$ cat config.mk
export PLATFORM = sky130hd
export DESIGN_NAME = fp_mult_stim_gen_flat
export DESIGN_NICKNAME = d
export VERILOG_FILES = /design/src/rtl/fp_mult_stim_gen_if.sv /design/src/rtl/fp_mult_stim_gen.sv /design/src/flat_wrapper.sv
export SDC_FILE = /design/constraint.sdc
export NUM_CORES = 1
export LEC_CHECK = 0
export CORE_MARGIN = 4
export CORE_UTILIZATION = 45
export DETAILED_ROUTE_END_ITERATION = 10
export PLACE_DENSITY = 0.72
export SLEW_MARGIN = 20
export SYNTH_ARGS = -nofsm -noshare
export SYNTH_HDL_FRONTEND = slang
export SYNTH_SLANG_ARGS = --single-unit
$ cat constraint.sdc
create_clock -name clk -period 3.6 [get_ports clk]
set_input_delay 0.72 -clock clk [delete_from_list [all_inputs] [get_ports clk]]
set_output_delay 0.72 -clock clk [all_outputs]
set_load 0.01 [all_outputs]
$ cat src/rtl/fp_mult_stim_gen_if.sv
// Operand/expectation bus between fp_mult_stim_gen and the multiplier under test.
// The master modport is the stimulus generator's side of the bus.
interface fp_mult_stim_gen_if;
  logic        start;
  logic        op_ready;
  logic        op_valid;
  logic [31:0] a;
  logic [31:0] b;
  logic        exp_valid;
  logic [7:0]  exp_status;
  logic [7:0]  exp_mask;
  logic [5:0]  pair_count;
  logic        busy;
  logic        done;

  modport master (
    input  start, op_ready,
    output op_valid, a, b, exp_valid, exp_status, exp_mask, pair_count, busy, done
  );

  modport slave (
    output start, op_ready,
    input  op_valid, a, b, exp_valid, exp_status, exp_mask, pair_count, busy, done
  );
endinterface

$ cat src/rtl/fp_mult_stim_gen.sv
// Walks every ordered pair of FP32 operand classes into a multiplier and emits the
// expected status/care-mask LATENCY cycles later. FP_STIM_NAN_EN adds the NaN class.
module fp_mult_stim_gen #(
  parameter int unsigned LATENCY = 3,
  parameter int unsigned ROUNDS  = 1,
  parameter logic [31:0] SEED    = 32'hACE1_2345
) (
  input  logic                 clk,
  input  logic                 rst,
  fp_mult_stim_gen_if.master   stim
);

`ifdef FP_STIM_NAN_EN
  localparam logic [2:0] NCLS = 3'd6;
`else
  localparam logic [2:0] NCLS = 3'd5;
`endif
  localparam int          LAT        = int'(LATENCY);
  localparam logic [2:0]  LAST_CLS   = NCLS - 3'd1;
  localparam logic [7:0]  LAST_ROUND = 8'(ROUNDS - 1);
  localparam logic [3:0]  LAST_DRAIN = 4'(LATENCY - 1);
  localparam logic [31:0] SEED_EFF   = (SEED == 32'd0) ? 32'd1 : SEED;
  localparam logic [31:0] LFSR_TAPS  = 32'h8020_0003;

  typedef enum logic [1:0] {S_IDLE = 2'd0, S_ISSUE = 2'd1, S_DRAIN = 2'd2, S_DONE = 2'd3} state_e;

  state_e      state_q, state_d;
  logic [2:0]  cls_a_q, cls_a_d, cls_b_q, cls_b_d;
  logic [5:0]  pair_q, pair_d;
  logic [7:0]  round_q, round_d;
  logic [31:0] lfsr_q, lfsr_d;
  logic [3:0]  drain_q, drain_d;
  logic        transfer_s;
  logic [15:0] stage0_s;

  logic        op_valid_q, busy_q, done_q;
  logic [31:0] a_q, b_q;
  logic [5:0]  pair_count_q;
  logic        pv_q [LAT];
  logic [7:0]  ps_q [LAT];
  logic [7:0]  pm_q [LAT];

  function automatic logic [31:0] lfsr_step(input logic [31:0] r);
    return {1'b0, r[31:1]} ^ (r[0] ? LFSR_TAPS : 32'd0);
  endfunction

  function automatic logic [31:0] gen_operand(input logic [2:0] cls, input logic [31:0] r);
    logic [5:0]  e6;
    logic [7:0]  exp_norm;
    logic [31:0] v;
    e6       = (r[5:0] == 6'd63) ? 6'd0 : r[5:0];
    exp_norm = 8'd96 + {2'b00, e6};
    case (cls)
      3'd0:    v = {r[31], 8'd0,   23'd0};
      3'd1:    v = {r[31], 8'd1,   23'd0};
      3'd2:    v = {r[31], exp_norm, r[22:0]};
      3'd3:    v = {r[31], 8'd254, 23'h7F_FFFF};
      3'd4:    v = {r[31], 8'd255, 23'd0};
`ifdef FP_STIM_NAN_EN
      3'd5:    v = {r[31], 8'd255, r[22:1], 1'b1};
`endif
      default: v = 32'd0;
    endcase
    return v;
  endfunction

  // Classes 4/5 (INF, NaN) are the "special" operands; result is {status, mask}.
  function automatic logic [15:0] expect_of(input logic [2:0] ca, input logic [2:0] cb);
    logic za, zb, spa, spb;
    logic [15:0] r;
    za  = (ca == 3'd0);
    zb  = (cb == 3'd0);
    spa = (ca >= 3'd4);
    spb = (cb >= 3'd4);
    if ((za && spb) || (zb && spa)) begin
      r = {8'h04, 8'h07};
    end else if (za || zb) begin
      r = {8'h01, 8'h07};
    end else if (spa || spb) begin
      r = {8'h02, 8'h07};
    end else if ((ca == 3'd2) && (cb == 3'd2)) begin
      r = {8'h00, 8'h1F};
    end else begin
      r = {8'h00, 8'h04};
    end
    return r;
  endfunction

  assign transfer_s = (state_q == S_ISSUE) && stim.op_ready;
  assign stage0_s   = transfer_s ? expect_of(cls_a_q, cls_b_q) : 16'd0;

  // Next-state logic: pair/round sequencing and drain countdown.
  always_comb begin
    state_d = state_q;
    cls_a_d = cls_a_q;
    cls_b_d = cls_b_q;
    pair_d  = pair_q;
    round_d = round_q;
    lfsr_d  = lfsr_q;
    drain_d = drain_q;
    case (state_q)
      S_IDLE, S_DONE: begin
        if (stim.start) begin
          state_d = S_ISSUE;
          cls_a_d = 3'd0;
          cls_b_d = 3'd0;
          pair_d  = 6'd0;
          round_d = 8'd0;
        end else begin
          state_d = state_q;
        end
      end
      S_ISSUE: begin
        if (transfer_s) begin
          lfsr_d = lfsr_step(lfsr_q);
          if (cls_b_q == LAST_CLS) begin
            cls_b_d = 3'd0;
            if (cls_a_q == LAST_CLS) begin
              cls_a_d = 3'd0;
              pair_d  = 6'd0;
              if (round_q == LAST_ROUND) begin
                state_d = S_DRAIN;
                drain_d = 4'd0;
              end else begin
                round_d = round_q + 8'd1;
              end
            end else begin
              cls_a_d = cls_a_q + 3'd1;
              pair_d  = pair_q + 6'd1;
            end
          end else begin
            cls_b_d = cls_b_q + 3'd1;
            pair_d  = pair_q + 6'd1;
          end
        end else begin
          lfsr_d = lfsr_q;
        end
      end
      S_DRAIN: begin
        if (drain_q == LAST_DRAIN) begin
          state_d = S_DONE;
        end else begin
          drain_d = drain_q + 4'd1;
        end
      end
      default: state_d = S_IDLE;
    endcase
  end

  // State, counters and LFSR.
  always_ff @(posedge clk) begin
    if (rst) begin
      state_q <= S_IDLE;
      cls_a_q <= 3'd0;
      cls_b_q <= 3'd0;
      pair_q  <= 6'd0;
      round_q <= 8'd0;
      lfsr_q  <= SEED_EFF;
      drain_q <= 4'd0;
    end else begin
      state_q <= state_d;
      cls_a_q <= cls_a_d;
      cls_b_q <= cls_b_d;
      pair_q  <= pair_d;
      round_q <= round_d;
      lfsr_q  <= lfsr_d;
      drain_q <= drain_d;
    end
  end

  // Operand outputs are registered from next state, so they track state_q without lag.
  always_ff @(posedge clk) begin
    if (rst) begin
      op_valid_q   <= 1'b0;
      a_q          <= 32'd0;
      b_q          <= 32'd0;
      pair_count_q <= 6'd0;
      busy_q       <= 1'b0;
      done_q       <= 1'b0;
    end else begin
      op_valid_q   <= (state_d == S_ISSUE);
      a_q          <= (state_d == S_ISSUE) ? gen_operand(cls_a_d, lfsr_d) : 32'd0;
      b_q          <= (state_d == S_ISSUE) ? gen_operand(cls_b_d, {lfsr_d[15:0], lfsr_d[31:16]}) : 32'd0;
      pair_count_q <= pair_d;
      busy_q       <= (state_d == S_ISSUE) || (state_d == S_DRAIN);
      done_q       <= (state_d == S_DONE);
    end
  end

  // Expectation delay line, shifts every cycle regardless of handshake.
  always_ff @(posedge clk) begin
    if (rst) begin
      for (int i = 0; i < LAT; i++) begin
        pv_q[i] <= 1'b0;
        ps_q[i] <= 8'd0;
        pm_q[i] <= 8'd0;
      end
    end else begin
      pv_q[0] <= transfer_s;
      ps_q[0] <= stage0_s[15:8];
      pm_q[0] <= stage0_s[7:0];
      for (int i = 1; i < LAT; i++) begin
        pv_q[i] <= pv_q[i-1];
        ps_q[i] <= ps_q[i-1];
        pm_q[i] <= pm_q[i-1];
      end
    end
  end

  assign stim.op_valid   = op_valid_q;
  assign stim.a          = a_q;
  assign stim.b          = b_q;
  assign stim.pair_count = pair_count_q;
  assign stim.busy       = busy_q;
  assign stim.done       = done_q;
  assign stim.exp_valid  = pv_q[LAT-1];
  assign stim.exp_status = ps_q[LAT-1];
  assign stim.exp_mask   = pm_q[LAT-1];

endmodule

$ cat src/flat_wrapper.sv
// flat-port wrapper written by rule: the top's interface ports become plain ports
module fp_mult_stim_gen_flat 
#(
  parameter int unsigned LATENCY = 3,
  parameter int unsigned ROUNDS  = 1,
  parameter logic [31:0] SEED    = 32'hACE1_2345
)
  (clk, rst, stim_start, stim_op_ready, stim_op_valid, stim_a, stim_b, stim_exp_valid, stim_exp_status, stim_exp_mask, stim_pair_count, stim_busy, stim_done);
  fp_mult_stim_gen_if stim_i ();
  input  logic clk;
  input  logic rst;
  input wire logic [$bits(stim_i.start)-1:0] stim_start;
  input wire logic [$bits(stim_i.op_ready)-1:0] stim_op_ready;
  output wire logic [$bits(stim_i.op_valid)-1:0] stim_op_valid;
  output wire logic [$bits(stim_i.a)-1:0] stim_a;
  output wire logic [$bits(stim_i.b)-1:0] stim_b;
  output wire logic [$bits(stim_i.exp_valid)-1:0] stim_exp_valid;
  output wire logic [$bits(stim_i.exp_status)-1:0] stim_exp_status;
  output wire logic [$bits(stim_i.exp_mask)-1:0] stim_exp_mask;
  output wire logic [$bits(stim_i.pair_count)-1:0] stim_pair_count;
  output wire logic [$bits(stim_i.busy)-1:0] stim_busy;
  output wire logic [$bits(stim_i.done)-1:0] stim_done;
  assign stim_i.start = stim_start;
  assign stim_i.op_ready = stim_op_ready;
  assign stim_op_valid = stim_i.op_valid;
  assign stim_a = stim_i.a;
  assign stim_b = stim_i.b;
  assign stim_exp_valid = stim_i.exp_valid;
  assign stim_exp_status = stim_i.exp_status;
  assign stim_exp_mask = stim_i.exp_mask;
  assign stim_pair_count = stim_i.pair_count;
  assign stim_busy = stim_i.busy;
  assign stim_done = stim_i.done;
  fp_mult_stim_gen #(.LATENCY(LATENCY), .ROUNDS(ROUNDS), .SEED(SEED)) u_core (.clk(clk), .rst(rst), .stim(stim_i));
endmodule
==> out/metrics.yaml <==
layout:
  layout.cells.most_common_list: "dfxtp_1 (141), clkdlybuf4s50_1 (84), a21oi_1 (54), nor2_1 (50), mux2i_1 (32)"
  fin_area_um2: 6890
  layout-drive-gt1-share_pct: 10.1
  num_antenna_cells: 0
  area_growth_pct: 24.7
  fin_cells: 782
  layout_commonest_cell: "dfxtp_1"
  fin_nets: 644
  fin_util_pct: 57.4
logic_synthesis:
  synth_compound_area_share_pct: 15.1
  ys_seq_area_share_pct: 51.1
  synthFlopType: "dfxtp_1"
  synth_edf_count: 0
  synth-simple-area-share_pct: 15.8
  netlist_instances: 553
  ys_types: 70
  syn_area_per_cell_um2: 10.0
  muxShareOfSynthArea_pct: 6.00
  synthArstFlopShare_pct: 0
  synth-seq-cells: 141
  synth_warnings: 0
  synth_top_family_by_area: "simple AND/OR/NAND/NOR gates"
  synthXorXnorAreaFrac_pct: 1.74
  netlist_area_um2: 5530
  synth_fa_ha_area_share_pct: 3.40
worst_setup_path:
  cp.required_ps: 3940
  crit_path_start: "u_core.cls_b_q[0]$_SDFF_PP0_"
  endpoint_kind: "register"
  path_max_fanout: 17
  timing.rr.start: "u_core.cls_b_q[0]$_SDFF_PP0_"
  cp.arrival_ps: 3550
  startpoint_type: "register"
  crit_type: "register to register"
grt:
  grt_start_max_net_pins: 47
  grtUsageTotal_pct: 17.7
  grt_pass1_wl_mm: 20.0
  antenna_found_initial: 0
  overflow: 0
  grt_pass1_vias: 4129
timing:
  skew_ps: 10.5
  slew_headroom_pct: 55.8
  hold_viol: 0
  fmax_ghz: 0.312
  worst_slew_pin_slew_ps: 662
  setup-violations-final: 0
  period_minus_slack_ps: 3200
  setup_tns_ps: 0
  rsz0062_at_grt: "no"
  timing.final.crit_share_pct: 88.9
  holdWs_ps: 432
  drv_slew: 0
hold_path:
  worstHoldPathType: "register to register"
  min_from: "u_core.ps_q[0][1]$_SDFF_PP0_"
floorplan:
  rows: 40
  ios: 94
  start_util_pct: 46.0
  die_w_um: 119
  dieHeight_um: 119
  fp.dieArea_um2: 14100
  design.core.area_um2: 12000
detailed_routing:
  via_per_inst: 5.29
  vias: 4137
  firstDrtPassIters: 4
  drc: 0
  antenna_left: 0
  drt-initial-drc-count: 229
  drt-total-wl_mm: 12.1
  wl_per_cell_um: 15.5
clocking:
  cts-root-buf: "clkbuf_16"
  post_cts_buffers: 0
  path_clk_slew_ps: 50
  cts_inserted_buffers: 17
  clk_path_buf_depth: 2
  ctsResizeCount: 0
  clkSinkCount: 141
  clk-insertion-delay-late_ps: 420
  cts_hold_buffers: 0
  tritoncts: "yes"
  cts_htree_levels: 4
job:
  maxCapViolCount: 0
power:
  pwr-share-comb_pct: 9.8
  p_int_mw: 2.72
  powerDensity_nw_per_um2: 517
  power.share.clock_pct: 44.6
  p_seq_share_pct: 45.7
  vdd_ir_drop_max_mv: 0.211
  swShare_pct: 23.9
  power_leakage_nw: 2.68
  power.net_switching_mw: 0.852
placed_design:
  hpwl_mm: 8.41
  gp_congestion: 0.820
  placed_area_um2: 6350
  placed_cells: 753
  port_buffers: 85
outcome:
  status: "completed"
-- routing by layer --
metal	wire (µm)	vias to the layer above	global-route usage [%]
li1	-	2031	-
met1	5040	1960	20.2
met2	6100	121	30.3
met3	666	25	5.18
met4	289	0	8.54
met5	0	-	0
-- layout make-up --
cell class / instances / area, µm²
Fill cell: 1063 / 5120
Timing Repair Buffer: 93 / 906
Clock inverter: 7 / 66.3
Clock buffer: 22 / 474
Multi-Input combinational cell: 349 / 2350
Inverter: 23 / 86.3
Tap cell: 147 / 184
Sequential cell: 141 / 2820
-- state kept, by name (all words and copies together), names as in the netlist --
| name | count |
|---|---|
| u_core.lfsr_q | 32 |
| u_core.stim.a | 31 |
| u_core.stim.b | 31 |
| u_core.ps_q | 9 |
| u_core.round_q | 8 |
| u_core.pm_q | 7 |
| u_core.pair_q | 6 |
| u_core.drain_q | 4 |
| u_core.cls_a_q | 3 |
| u_core.cls_b_q | 3 |
| u_core.pv_q | 2 |
| u_core.state_q | 2 |
| u_core.stim.busy | 1 |
| u_core.stim.done | 1 |
| u_core.stim.op_valid | 1 |
-- path summary, 6_finish.rpt --
kind | end | slack [ps] | cells past startpoint
max | u_core.stim.b[16]$_SDFF_PP0_ | 400 | 11
min reg2reg | u_core.ps_q[0][9]$_SDFF_PP0_ | 430 | 1
min | u_core.ps_q[0][9]$_SDFF_PP0_ | 430 | 1
max reg2reg | u_core.stim.b[16]$_SDFF_PP0_ | 400 | 11
-- critical path: stages, from the launching register on --
cell and delay, ps:
dfxtp_1 420, inv_1 130, ha_1 310, and4_1 280
a41oi_1 480, a2bb2oi_1 340, ha_1 230, nand2b_1 70
inv_1 200, nand3_2 250, buf_4 280, a21oi_1 140
-- cell families (layout without fill, tap and decap cells) --
| family | after synthesis | in the layout |
|---|---|---|
| compound gates | 122 | 122 |
| xor+xnor | 11 | 11 |
| fa+ha+maj | 15 | 15 |
| buf+inv | 70 | 145 |
| flops | 141 | 141 |
| mux | 33 | 33 |
| other cells | 1 | 8 |
| simple gates | 160 | 160 |
-- power by group through the flow --
| stage | clock network (mW) | logic, mW | registers (mW) |
|---|---|---|---|
| floorplan | 0 | 0.251 | 1.66 |
| global placement | 0 | 0.330 | 1.66 |
| detailed placement | 0 | 0.341 | 1.66 |
| CTS | 1.62 | 0.346 | 1.63 |
| global route | 1.69 | 0.384 | 1.63 |
| finish | 1.59 | 0.348 | 1.63 |
-- Yosys cell counts (all sizes together) (2+ instances only) --
master | n | share of area [%]
a211o | 2 | 0.32
a211oi | 4 | 0.86
a21o | 2 | 0.27
a21oi | 65 | 6.8
a22oi | 3 | 0.41
a311oi | 2 | 0.32
a41o | 2 | 0.36
and2 | 5 | 0.57
and3 | 6 | 0.68
buf | 35 | 4.5
clkbuf | 12 | 0.81
dfxtp | 141 | 51
ha | 15 | 3.4
inv | 23 | 1.6
mux2i | 32 | 5.8
nand2 | 14 | 0.95
nand2b | 21 | 2.4
nand3 | 12 | 1.5
nand3b | 2 | 0.27
nand4 | 7 | 0.79
nor2 | 50 | 3.4
nor2b | 17 | 1.9
nor3 | 9 | 0.81
nor4 | 5 | 0.68
nor4b | 2 | 0.43
o211ai | 3 | 0.41
o21a | 4 | 0.54
o21ai | 14 | 1.5
o22ai | 4 | 0.45
o311ai | 2 | 0.32
o32ai | 2 | 0.32
or2 | 2 | 0.23
or3 | 3 | 0.43
xnor2 | 5 | 0.79
xor2 | 6 | 0.95
-- per-stage QoR --
step / worst slack [ps] / total power, mW
after floorplan: 1050 / 1.91
after global placement: 471 / 1.99
after detailed placement: 243 / 2.00
after CTS: 422 / 3.60
after global routing: 67.2 / 3.71
final: 398 / 3.57
(Power assumes the default switching activity.)
